`src/rtl/alu_ops_pkg.sv`:
```
// Shared ALU op codes, issue FSM encoding and op decode helpers used by the
// decode/control logic, the issue arbiter and the ALU itself.
package alu_ops_pkg;

    localparam int OP_W = 4;

    localparam logic [OP_W-1:0] OP_ADD = 4'd0;
    localparam logic [OP_W-1:0] OP_SUB = 4'd1;
    localparam logic [OP_W-1:0] OP_MUL = 4'd2;
    localparam logic [OP_W-1:0] OP_AND = 4'd3;
    localparam logic [OP_W-1:0] OP_OR  = 4'd4;

    localparam logic [0:0] IDLE = 1'b0;
    localparam logic [0:0] EXEC = 1'b1;

    // Unknown op codes are issued as ADD so the ALU never sees an undefined op.
    function automatic logic [OP_W-1:0] sanitize_op(input logic [OP_W-1:0] op);
        logic [OP_W-1:0] res;
        if (op > OP_OR) begin
            res = OP_ADD;
        end else begin
            res = op;
        end
        return res;
    endfunction

endpackage

```
`src/rtl/rr_arb2.sv`:
```
// Two-way round-robin arbiter; the port that did not win last time has
// priority on a tie. Reset favours port 0 for the first tie.
module rr_arb2 (
    input  logic       clk,
    input  logic       rst,
    input  logic [1:0] req,
    input  logic       advance,
    output logic [1:0] gnt
);

    logic last_grant_r;

    // One-hot grant from the request pair and the last winner.
    always_comb begin
        gnt = 2'b00;
        case (req)
            2'b01:   gnt = 2'b01;
            2'b10:   gnt = 2'b10;
            2'b11: begin
                if (last_grant_r) begin
                    gnt = 2'b01;
                end else begin
                    gnt = 2'b10;
                end
            end
            default: gnt = 2'b00;
        endcase
    end

    // Remember the winner whenever a grant is actually taken.
    always_ff @(posedge clk) begin
        if (rst) begin
            last_grant_r <= 1'b1;
        end else if (advance) begin
            last_grant_r <= gnt[1];
        end else begin
            last_grant_r <= last_grant_r;
        end
    end

endmodule

```
`src/rtl/alu_issue_arbiter.sv`:
```
// Shares one ALU between the execute stage (port 0) and the address/branch
// unit (port 1): arbitrates, holds op/operands for the op latency, returns tagged results.
module alu_issue_arbiter
    import alu_ops_pkg::*;
#(
    parameter int DATA_W  = 32,
    parameter int MUL_LAT = 4,
    parameter int CNT_W   = 3
) (
    input  logic              clk,
    input  logic              rst,
    input  logic              req0_valid,
    output logic              req0_ready,
    input  logic [OP_W-1:0]   req0_op,
    input  logic [DATA_W-1:0] req0_a,
    input  logic [DATA_W-1:0] req0_b,
    input  logic              req1_valid,
    output logic              req1_ready,
    input  logic [OP_W-1:0]   req1_op,
    input  logic [DATA_W-1:0] req1_a,
    input  logic [DATA_W-1:0] req1_b,
    output logic [OP_W-1:0]   alu_op,
    output logic [DATA_W-1:0] alu_a,
    output logic [DATA_W-1:0] alu_b,
    input  logic [DATA_W-1:0] alu_result,
    output logic              resp_valid,
    output logic              resp_id,
    output logic [DATA_W-1:0] resp_result,
    output logic              busy
);

    logic [0:0]        state_r;
    logic [CNT_W-1:0]  cnt_r;
    logic              owner_r;
    logic [1:0]        arb_req_s;
    logic [1:0]        gnt_s;
    logic              advance_s;
    logic [OP_W-1:0]   sel_op_s;
    logic [DATA_W-1:0] sel_a_s;
    logic [DATA_W-1:0] sel_b_s;
    logic [CNT_W-1:0]  cnt_load_s;

    // Requests only reach the arbiter while the ALU is free.
    always_comb begin
        if (state_r == IDLE) begin
            arb_req_s = {req1_valid, req0_valid};
        end else begin
            arb_req_s = 2'b00;
        end
    end

    rr_arb2 u_arb (
        .clk     (clk),
        .rst     (rst),
        .req     (arb_req_s),
        .advance (advance_s),
        .gnt     (gnt_s)
    );

    assign advance_s  = |gnt_s;
    assign req0_ready = gnt_s[0];
    assign req1_ready = gnt_s[1];
    assign busy       = state_r;

    // Select the granted request and derive its remaining-cycle count.
    always_comb begin
        if (gnt_s[1]) begin
            sel_op_s = sanitize_op(req1_op);
            sel_a_s  = req1_a;
            sel_b_s  = req1_b;
        end else begin
            sel_op_s = sanitize_op(req0_op);
            sel_a_s  = req0_a;
            sel_b_s  = req0_b;
        end
        if (sel_op_s == OP_MUL) begin
            cnt_load_s = CNT_W'(MUL_LAT - 1);
        end else begin
            cnt_load_s = {CNT_W{1'b0}};
        end
    end

    // Issue FSM: latch on accept, hold through EXEC, capture the result on the last cycle.
    always_ff @(posedge clk) begin
        if (rst) begin
            state_r     <= IDLE;
            cnt_r       <= {CNT_W{1'b0}};
            owner_r     <= 1'b0;
            alu_op      <= {OP_W{1'b0}};
            alu_a       <= {DATA_W{1'b0}};
            alu_b       <= {DATA_W{1'b0}};
            resp_valid  <= 1'b0;
            resp_id     <= 1'b0;
            resp_result <= {DATA_W{1'b0}};
        end else begin
            resp_valid <= 1'b0;
            case (state_r)
                IDLE: begin
                    if (advance_s) begin
                        alu_op  <= sel_op_s;
                        alu_a   <= sel_a_s;
                        alu_b   <= sel_b_s;
                        owner_r <= gnt_s[1];
                        cnt_r   <= cnt_load_s;
                        state_r <= EXEC;
                    end else begin
                        state_r <= IDLE;
                    end
                end
                EXEC: begin
                    if (cnt_r == {CNT_W{1'b0}}) begin
                        resp_valid  <= 1'b1;
                        resp_id     <= owner_r;
                        resp_result <= alu_result;
                        state_r     <= IDLE;
                    end else begin
                        cnt_r <= cnt_r - CNT_W'(1);
                    end
                end
                default: begin
                    state_r <= IDLE;
                end
            endcase
        end
    end

endmodule

```
`config.mk`:
```
export PLATFORM = sky130hd
export DESIGN_NAME = alu_issue_arbiter
export DESIGN_NICKNAME = d
export VERILOG_FILES = /design/src/rtl/alu_ops_pkg.sv /design/src/rtl/rr_arb2.sv /design/src/rtl/alu_issue_arbiter.sv
export SDC_FILE = /design/constraint.sdc
export NUM_CORES = 1
export LEC_CHECK = 0
export CAP_MARGIN = 20
export CORE_UTILIZATION = 30
export DETAILED_ROUTE_END_ITERATION = 6
export GPL_ROUTABILITY_DRIVEN = 1
export GPL_TIMING_DRIVEN = 1
export PLACE_DENSITY = 0.68
export SYNTH_ARGS = -nofsm -noshare
export SYNTH_HDL_FRONTEND = slang
export SYNTH_HIERARCHICAL = 1
export SYNTH_SLANG_ARGS = --single-unit
```
`constraint.sdc`:
```
create_clock -name clk -period 2.9 [get_ports clk]
set_clock_uncertainty 0.1 [all_clocks]
set_input_delay 0.435 -clock clk [delete_from_list [all_inputs] [get_ports clk]]
set_output_delay 0.435 -clock clk [all_outputs]
set_load 0.01 [all_outputs]
```
After elaboration in Yosys (flattened, before gate mapping)
Cells that the tools add are included.

storage, ports and cells
  register bits = 108
  bits of input ports = 172
  output and inout port bits = 105
  word-level logic and storage cells = 42

operators by class
  add/subtract/negate cells = 1
  order comparisons = 2
  eq/ne operators = 6
  muxes and demuxes = 16
  bitwise operators = 1
  reduce and logical (&&, ||, !) cells = 6

operators with widths
  cell                                                           number
  2-to-1 mux 32 bit                                              2
  2-to-1 mux 4 bit                                               3
  greater-than comparator 4 x 3 -> 1 bit, second input constant  2
  2-to-1 mux 2 bit                                               3
  2-to-1 mux 3 bit                                               2
  case mux 2 bit (3 select lines)                                1
  case mux 3 bit (2 select lines)                                1
  AND reduction 2 bit                                            3
  == test 2 bit, second input constant                           2
  == test 4 x 2 -> 1 bit, second input constant                  1
  != test 2 bit, second input constant                           2
  OR reduction 2 bit                                             2
  zero test 3 bit                                                1
  2-to-1 mux 1 bit                                               3
  subtractor 3 x 1 -> 3 bit, second input constant               1
  == test 2 x 1 -> 1 bit, second input constant                  1
  case mux 1 bit (2 select lines)                                1
  inverter 1 bit                                                 1

Logic depth before layout (Yosys ltp)
Gate-level depths: netlist of the first run.

  word-level depth = 8
  depth in mapped cells = 9
  mapped depth without buffers = 6

Modules after synthesis
The synthesis of the first run kept the hierarchy.

modules (own cells, without submodules)
  module             times used  cells an instance  area an instance (um^2)  sequential area each (um^2)
  alu_issue_arbiter  1           488                4388.0                   2142.1
  rr_arb2            1           6                  53.8                     20.0

Least setup slack after synthesis of the first run
OpenSTA, ideal clock, no wires.

  path type = register -> register
  start point = register state_r, in the netlist busy
  end point = register u_arb.last_grant_r
  library setup time = 0.120 ns
  arrival time = 2.218 ns
  required time = 2.680 ns
  path slack = 0.462 ns
  stages on the path, launching flop included = 10
  path buffers = 4
  period minus slack after synthesis = 2.438 ns
  cells stage by stage = dfxtp_1 clkbuf_1 nor2b_1 a21boi_1 buf_2 buf_2 buf_2 or2_2 nor2b_1 a211o_1

between the ends
  longest elaborated chain between the ends = 4
  elaborated cells between the ends (all ways) = 6
  those cells by class = 3 x eq/ne; 2 x mux; 1 x reduce/logical

RTL lines
  element                                                         RTL line                  source
  from (decl)                                                     alu_issue_arbiter.sv:32   logic [0:0] state_r;
  from (signal assigned)                                          alu_issue_arbiter.sv:86   state_r <= IDLE;
  from (signal assigned)                                          alu_issue_arbiter.sv:105  state_r <= EXEC;
  from (signal assigned)                                          alu_issue_arbiter.sv:107  state_r <= IDLE;
  2-to-1 mux 2 bit (*)                                            alu_issue_arbiter.sv:45   if (state_r == IDLE) begin
  net arb_req_s[0]                                                alu_issue_arbiter.sv:35   logic [1:0] arb_req_s;
  == test 2 bit / == test 2 x 1 -> 1 bit (equally long branches)  rr_arb2.sv:16             case (req)
  case mux 2 bit (3 select lines) (*)                             rr_arb2.sv:16
  net req1_ready                                                  alu_issue_arbiter.sv:18   output logic req1_ready,
  OR reduction 2 bit (*)                                          alu_issue_arbiter.sv:60   assign advance_s = |gnt_s;
  net advance_s                                                   alu_issue_arbiter.sv:37   logic advance_s;
  to (signal assigned)                                            rr_arb2.sv:35             last_grant_r <= gnt[1];
  to (signal assigned)                                            rr_arb2.sv:37             last_grant_r <= last_grant_r;
  to (decl)                                                       rr_arb2.sv:11             logic last_grant_r;

The timed path passes the listed nets; every way through them passes the cells marked *.
A chain may end at the register's enable or synchronous reset.

Final worst setup path of the first run
  start point = input port req1_valid
  end point = output port req1_ready

between the ends
  longest elaborated chain between the ends = 3
  elaborated cells between the ends (all ways) = 5
  those cells by class = 3 x eq/ne; 2 x mux

RTL lines
  element                                                         RTL line                 source
  from (decl)                                                     alu_issue_arbiter.sv:17  input logic req1_valid,
  2-to-1 mux 2 bit (*)                                            alu_issue_arbiter.sv:45
  net arb_req_s[1]                                                alu_issue_arbiter.sv:35
  == test 2 bit / == test 2 x 1 -> 1 bit (equally long branches)  rr_arb2.sv:16
  case mux 2 bit (3 select lines) (*)                             rr_arb2.sv:16
  to (decl)                                                       alu_issue_arbiter.sv:18

Marks and branches as above.

==> results of run 1 <==
cells by family after synthesis:
| family | after synthesis | share of synthesized area, % |
|---|---|---|
| AOI/OAI and AO/OA | 113 | 17.2 |
| buffers and inverters | 48 | 4.34 |
| adders and majority gates | 2 | 0.563 |
| and+or+nand+nor | 159 | 14.8 |
| muxes | 64 | 14.4 |
| DFF | 108 | 48.7 |
placed cells by master, fill, tap and decap left out, types with 3 or more instances in the layout:
cell type,n
nor2_1,71
clkbuf_16,9
a311oi_1,4
a211oi_1,65
buf_4,11
a21oi_1,37
or2_2,3
mux2i_1,64
clkdlybuf4s50_1,275
nor2b_1,3
dfxtp_1,108
buf_12,4
nand2_1,70
inv_1,5
metrics by stage:
stage / hold slack, ns / area (sq um) / total power (uW) / util [%]
6_report: 0.354 / 7770 / 6050 / 53.7
5_1_grt: 0.381 / 7770 / 6480 / 53.7
4_1_cts: 0.356 / 7740 / 6100 / 53.5
3_5_place_dp: 0.346 / 7430 / 4810 / 51.3
3_3_place_gp: 0.343 / 7430 / 4750 / 51.3
2_1_floorplan: 0.328 / 4440 / 3440 / -
sequential cells by signal, indices dropped and copies added, names as in the netlist:
register and flops:
alu_b 32, alu_a 32, resp_valid 1, resp_id 1, cnt_r 3, u_arb/last_grant_r 1
busy 1, alu_op 4, owner_r 1, resp_result 32
routing by layer:
metal	vias to the layer above	share of wire, %	track usage (%)
li1	2251	-	-
met1	1987	40	19.6
met2	168	50	30.8
met3	12	8.1	4.99
met4	0	1.4	6.10
met5	-	0	0
how the worst max path moves through the flow:
stage	start	to	slack (ns)	cells after the start
floorplan	busy	u_arb/last_grant_r	0.46	9
global placement	req0_valid	cnt_r[1]	0.23	6
detailed placement	req0_valid	cnt_r[1]	0.13	6
CTS	req1_valid	req1_ready	0.21	5
global route	req1_valid	req1_ready	0.14	5
finish	req1_valid	req1_ready	0.24	5
area by class of cell:
type,instances,area (sq um)
clock inverter,5,58.8
fill,1276,6710
tap,184,230
timing repair buffer,291,2940
sequential,108,2160
multi-input combinational,338,2100
clock buffer,11,253
inverter,5,18.8
where the power goes:
part           internal, uW  total, uW  switching, uW
clock network           719       1260            539
logic                  1440       2690           1240
registers              1890       2100            212
total                  4050       6050           2000
worst reg2reg max path, delay by kind of cell, from the launching register on:
family / cells / cell delay (ns)
AOI/OAI and AO/OA: 3 / 0.83
and+or+nand+nor: 2 / 0.82
DFF: 1 / 0.33
==> impl_results.md, run 1 <==
- RSZ-0062 raised after global routing: no
- Root Driver: clkbuf_16
- Sequential element share of the synthesized area: 48.7%
- Maximum clock path buffer count: 2
- Cells along the critical path: clkdlybuf4s50_1 > nor2b_1 > a21boi_4 > buf_4 > clkdlybuf4s50_1
- Synth top cells by count: dfxtp_1, nor2_1, nand2_1
- Buf/Inv on CP: 3
- Setup ws final: 0.242 ns
- DRT Wirelength: 13,400 um
- Final min period: 2.66 ns
- Achievable clock frequency: 376 MHz
- CP top delay family: buffers and inverters
- Worst slew pin tran: 0.696 ns
- Max Cap Viol: 0
- DR pass1 iterations: 4
- CTS sink count: 108
- GRT Util Overall: 17.3%
- Max_slew headroom: 53.6%
- Capturing point of the worst reg2reg path: cnt_r[1]
- Hold Path Depth: 2
- Setup Buffers After CTS: 0
- Final nets: 927
- Final Wtd Congestion: 0.768
- Hold WC Path Type: reg2reg
- Placed insts: 925
- Period Utilization, post-route: 91.6%
- Post-CTS sizing: 0
- TNS Setup: 0 ns
- DRC viols: 0
- Count of cell types in the netlist: 30
- Largest net degree at the start of global routing: 69
- DR WL/cell: 14.2 um
- CTS tree: done
- Die Y: 124 um
- Post-synth EDFFs: 0
- Die Area: 0.0153 sq mm
- Worst reg2reg setup slack: 0.72 ns
- Worst Hold End: resp_id
- Clock slew at reported path FFs: 0.07 ns
- #FFs+latches synth: 108
- Crit-path most repeated cell: clkdlybuf4s50_1
- Post-synth top area share: 48.7%
- Pwr/cell area: 778 mW/mm^2
- Crit. End Element: output pin
- Worst-skew pair later-pin latency: 0.34 ns
- Vias in the first global route: 4,192
- Gate Count Post-Synth: 494
- Top-count cell post-synth: dfxtp_1
- Area grow syn2layout: 74.9%
- Reg2Reg Launch Point: busy
- Crit path largest cell delay: 0.54 ns
- Via Count: 4,418
- Leakage: 0.00283 uW
- Number of core rows: 44
- First-pass GRT wire length: 20,400 um
- CP arrival: 2.12 ns
- Cell area after synthesis: 0.00444 sq mm
- Peak supply drop: 316 uV
- TritonCTS Buffers: 9
- R2r worst-path depth: 5
- Average size of a mapped cell: 8.99 sq um
- Cts hold-fix bufs: 0
- Final Max Slew Viols: 0
- Asr flop ratio synth: 0%
- Initial antenna violation count: 0
- Synth area leaders: dfxtp_1, mux2i_1, a211oi_1, nor2_1, nand2_1
- Via/cell ratio: 4.69
- Final hold viol count: 0
- GR Overflow Total: 0
- # setup viols final: 0
- Maximum fanout along the worst path: 7
- Yosys top cell by area: dfxtp_1
- Core area: 0.0145 sq mm
- H-tree depth: 3
- Status: complete, no violations
- Yosys Warn Count: 6
- ANT cells: 0
- CP Launch Type: input port
- Die Wd: 124 um
- Initial Utilization: 30.7%
- CP max stage cell: clkdlybuf4s50_1
- Main synth FF type: dfxtp_1
- Initial drt markers: 169
- # port buffers: 276
- HP Start: owner_r
- ANT nets after route: 0
- Syn Nets: 668
- Num ports: 277
- Final HPWL DP: 10,300 um
- Post-Place Worst Slack: 0.132 ns
- Worst EP required: 2.37 ns
- Post-Layout Cell Count: 942
- Critical path class: in2out
- Share of cells above drive strength 1: 4.88%
(Power assumes the default switching activity.)
==> run 2: changes to the inputs <==
- HOLD_SLACK_MARGIN: not set -> 0.12
- SETUP_SLACK_MARGIN: not set -> 0.5
==> run 2 against run 1 <==
  * Global-route usage shrank 0.29 points
  * First-iteration DRC count decreased by 34%
  * Final cell count up 0.11%
  * Register-to-register slack improved by 0.13 ns
  * Wire length is 0.40% lower
  * Critical path depth up 1
  * Count of clock-buffer cells in the layout rose by 2
  * Sequential power barely moved
  * Combinational power hardly changed
  * Setup slack improved by 0.39 ns
  * Utilization up 0.095 points
  * Die area did not move
  * Largest power group unchanged
==> impl_results.md, run 2 (synthesis results as in run 1) <==
- Root Driver: clkbuf_16
- Pwr/cell area: 780 mW/mm^2 (+0.21%)
- ANT nets after route: 0 (unchanged)
- Post-Layout Cell Count: 943 (+0.11%)
- TNS Setup: 0 ns (unchanged)
- Maximum clock path buffer count: 2 (unchanged)
- # port buffers: 276 (unchanged)
- Worst slew pin tran: 0.714 ns (+0.0176 ns)
- Initial antenna violation count: 0 (unchanged)
- Critical path class: in2reg
- Placed insts: 926 (+0.11%)
- Met3 Use GR: 5.08% (+0.092 points)
- Cts hold-fix bufs: 0 (unchanged)
- Placed Area: 0.00745 sq mm (+0.20%)
- Final Max Slew Viols: 0 (unchanged)
- Final min period: 2.27 ns (-0.391 ns)
- RSZ-0062 raised after global routing: no
- Die Wd: 124 um (unchanged)
- Area grow syn2layout: 75.2%
- ANT cells: 0 (unchanged)
- DRT Wirelength: 13,400 um (-0.40%)
- DR pass1 iterations: 4 (unchanged)
- Crit. End Element: register
- M1 GR Usage: 18.7% (-0.90 points)
- Max_slew headroom: 52.4% (-1.2 points)
- Util after Layout: 53.8% (+0.095 points)
- Final hold viol count: 0 (unchanged)
- GR Overflow Total: 0 (unchanged)
- Initial Utilization: 30.7% (unchanged)
- DRC viols: 0 (unchanged)
- CP max stage cell: clkdlybuf4s50_1
- H-tree depth: 3 (unchanged)
- GR peak layer: met2
- Leakage: 0.00286 uW (+1.0%)
- Largest registers: alu_a (32), alu_b (32), resp_result (32)
- Via Count: 4,393 (-0.57%)
- GRT Util Overall: 17.0% (-0.29 points)
- Status: complete, no violations
- Peak supply drop: 350 uV (+11%)
- Max Cap Viol: 0 (unchanged)
- CTS tree: done
- Final nets: 928 (+0.11%)
- Clock slew at reported path FFs: 0.07 ns (about the same)
- Commonest non-fill, non-tap cell in the layout: clkdlybuf4s50_1
- Maximum fanout along the worst path: 6 (-1)
- First-pass GRT wire length: 19,900 um (-2.5%)
- CP Launch Type: input port
- Die Area: 0.0153 sq mm (unchanged)
- CP arrival: 2.42 ns (+0.30 ns)
- DR WL/cell: 14.2 um (-0.51%)
- Cells along the critical path: clkdlybuf4s50_1 > nor2b_1 > a21boi_4 > or4bb_1 > a2111o_1 > a311oi_1
- Largest net degree at the start of global routing: 66 (-4.3%)
- Number of core rows: 44 (unchanged)
- Final Wtd Congestion: 0.730 (-4.9%)
- Core area: 0.0145 sq mm (unchanged)
- Hold WC Path Type: reg2reg
- TritonCTS Buffers: 9 (unchanged)
- Most frequent cells in the layout: clkdlybuf4s50_1, dfxtp_1, nor2_1, nand2_1, a211oi_1
- Vias in the first global route: 4,085 (-2.6%)
- Initial drt markers: 112 (-34%)
- Num ports: 277 (unchanged)
- Final HPWL DP: 10,200 um (-0.71%)
- CTS sink count: 108 (unchanged)
- Worst EP required: 3.05 ns (+0.68 ns)
- Met2 Use GR: 29.9% (-0.90 points)
- # setup viols final: 0 (unchanged)
- Finished Cell Area: 0.00778 sq mm (+0.18%)
- Buf/Inv on CP: 1 (-2)
- Die Y: 124 um (unchanged)
- Via/cell ratio: 4.66 (-0.67%)
- Achievable clock frequency: 441 MHz (+17%)
- Period Utilization, post-route: 78.2% (-13 points)
- Share of cells above drive strength 1: 5.14% (+0.26 points)
- Crit path largest cell delay: 0.46 ns (-0.08 ns)
- Worst-skew pair later-pin latency: 0.34 ns (about the same)
- CP top delay family: compound AO/OA/AOI/OAI gates
-- run 2: where the power goes --
part           internal [uW]  total [uW]  switching [uW]
Sequential              1890        2100             207
Combinational           1430        2680            1250
Clock                    763        1290             528
-- run 2: final timing paths --
| check | start | endpoint | slack, ns | cells past startpoint |
|---|---|---|---|---|
| hold reg to reg | resp_result[10] | resp_result[10] | 0.35 | 2 |
| hold / removal | resp_result[10] | resp_result[10] | 0.35 | 2 |
| setup reg to reg | busy | cnt_r[0] | 0.85 | 5 |
| setup / recovery | req1_valid | cnt_r[0] | 0.63 | 6 |
-- run 2: layer usage --
layer	vias to the layer above	routed length (um)
met5	-	0
met4	0	308
met3	21	1070
met2	165	6650
met1	1950	5320
li1	2257	-
-- run 2: layout make-up --
class	count	area (sq um)
Multi-Input combinational cell	338	2110
Timing Repair Buffer	292	2940
Tap cell	184	230
Clock buffer	13	280
Inverter	5	18.8
Fill cell	1315	6700
Clock inverter	3	42.5
Sequential cell	108	2160
-- run 2: worst register-to-register path, cell delays in order, from the launching register on --
cell	delay, ns
dfxtp_1	0.39
nor2b_1	0.09
a21boi_4	0.16
or4b_1	0.56
a2111o_1	0.45
a311oi_1	0.22
-- run 2: repair_timing --
action,CTS,global route
gates cloned,0,0
gates resized for setup,2,3
setup endpoints to repair,2,16
setup buffers,0,1
-- run 2: stage by stage --
stage / hold WS [ns] / total power [uW] / setup slack, ns
floorplan: 0.328 / 3440 / 0.561
global placement: 0.341 / 4730 / 0.260
detailed placement: 0.346 / 4830 / 0.202
CTS: 0.356 / 6140 / 0.372
global route: 0.370 / 6480 / 0.512
finish: 0.354 / 6070 / 0.633
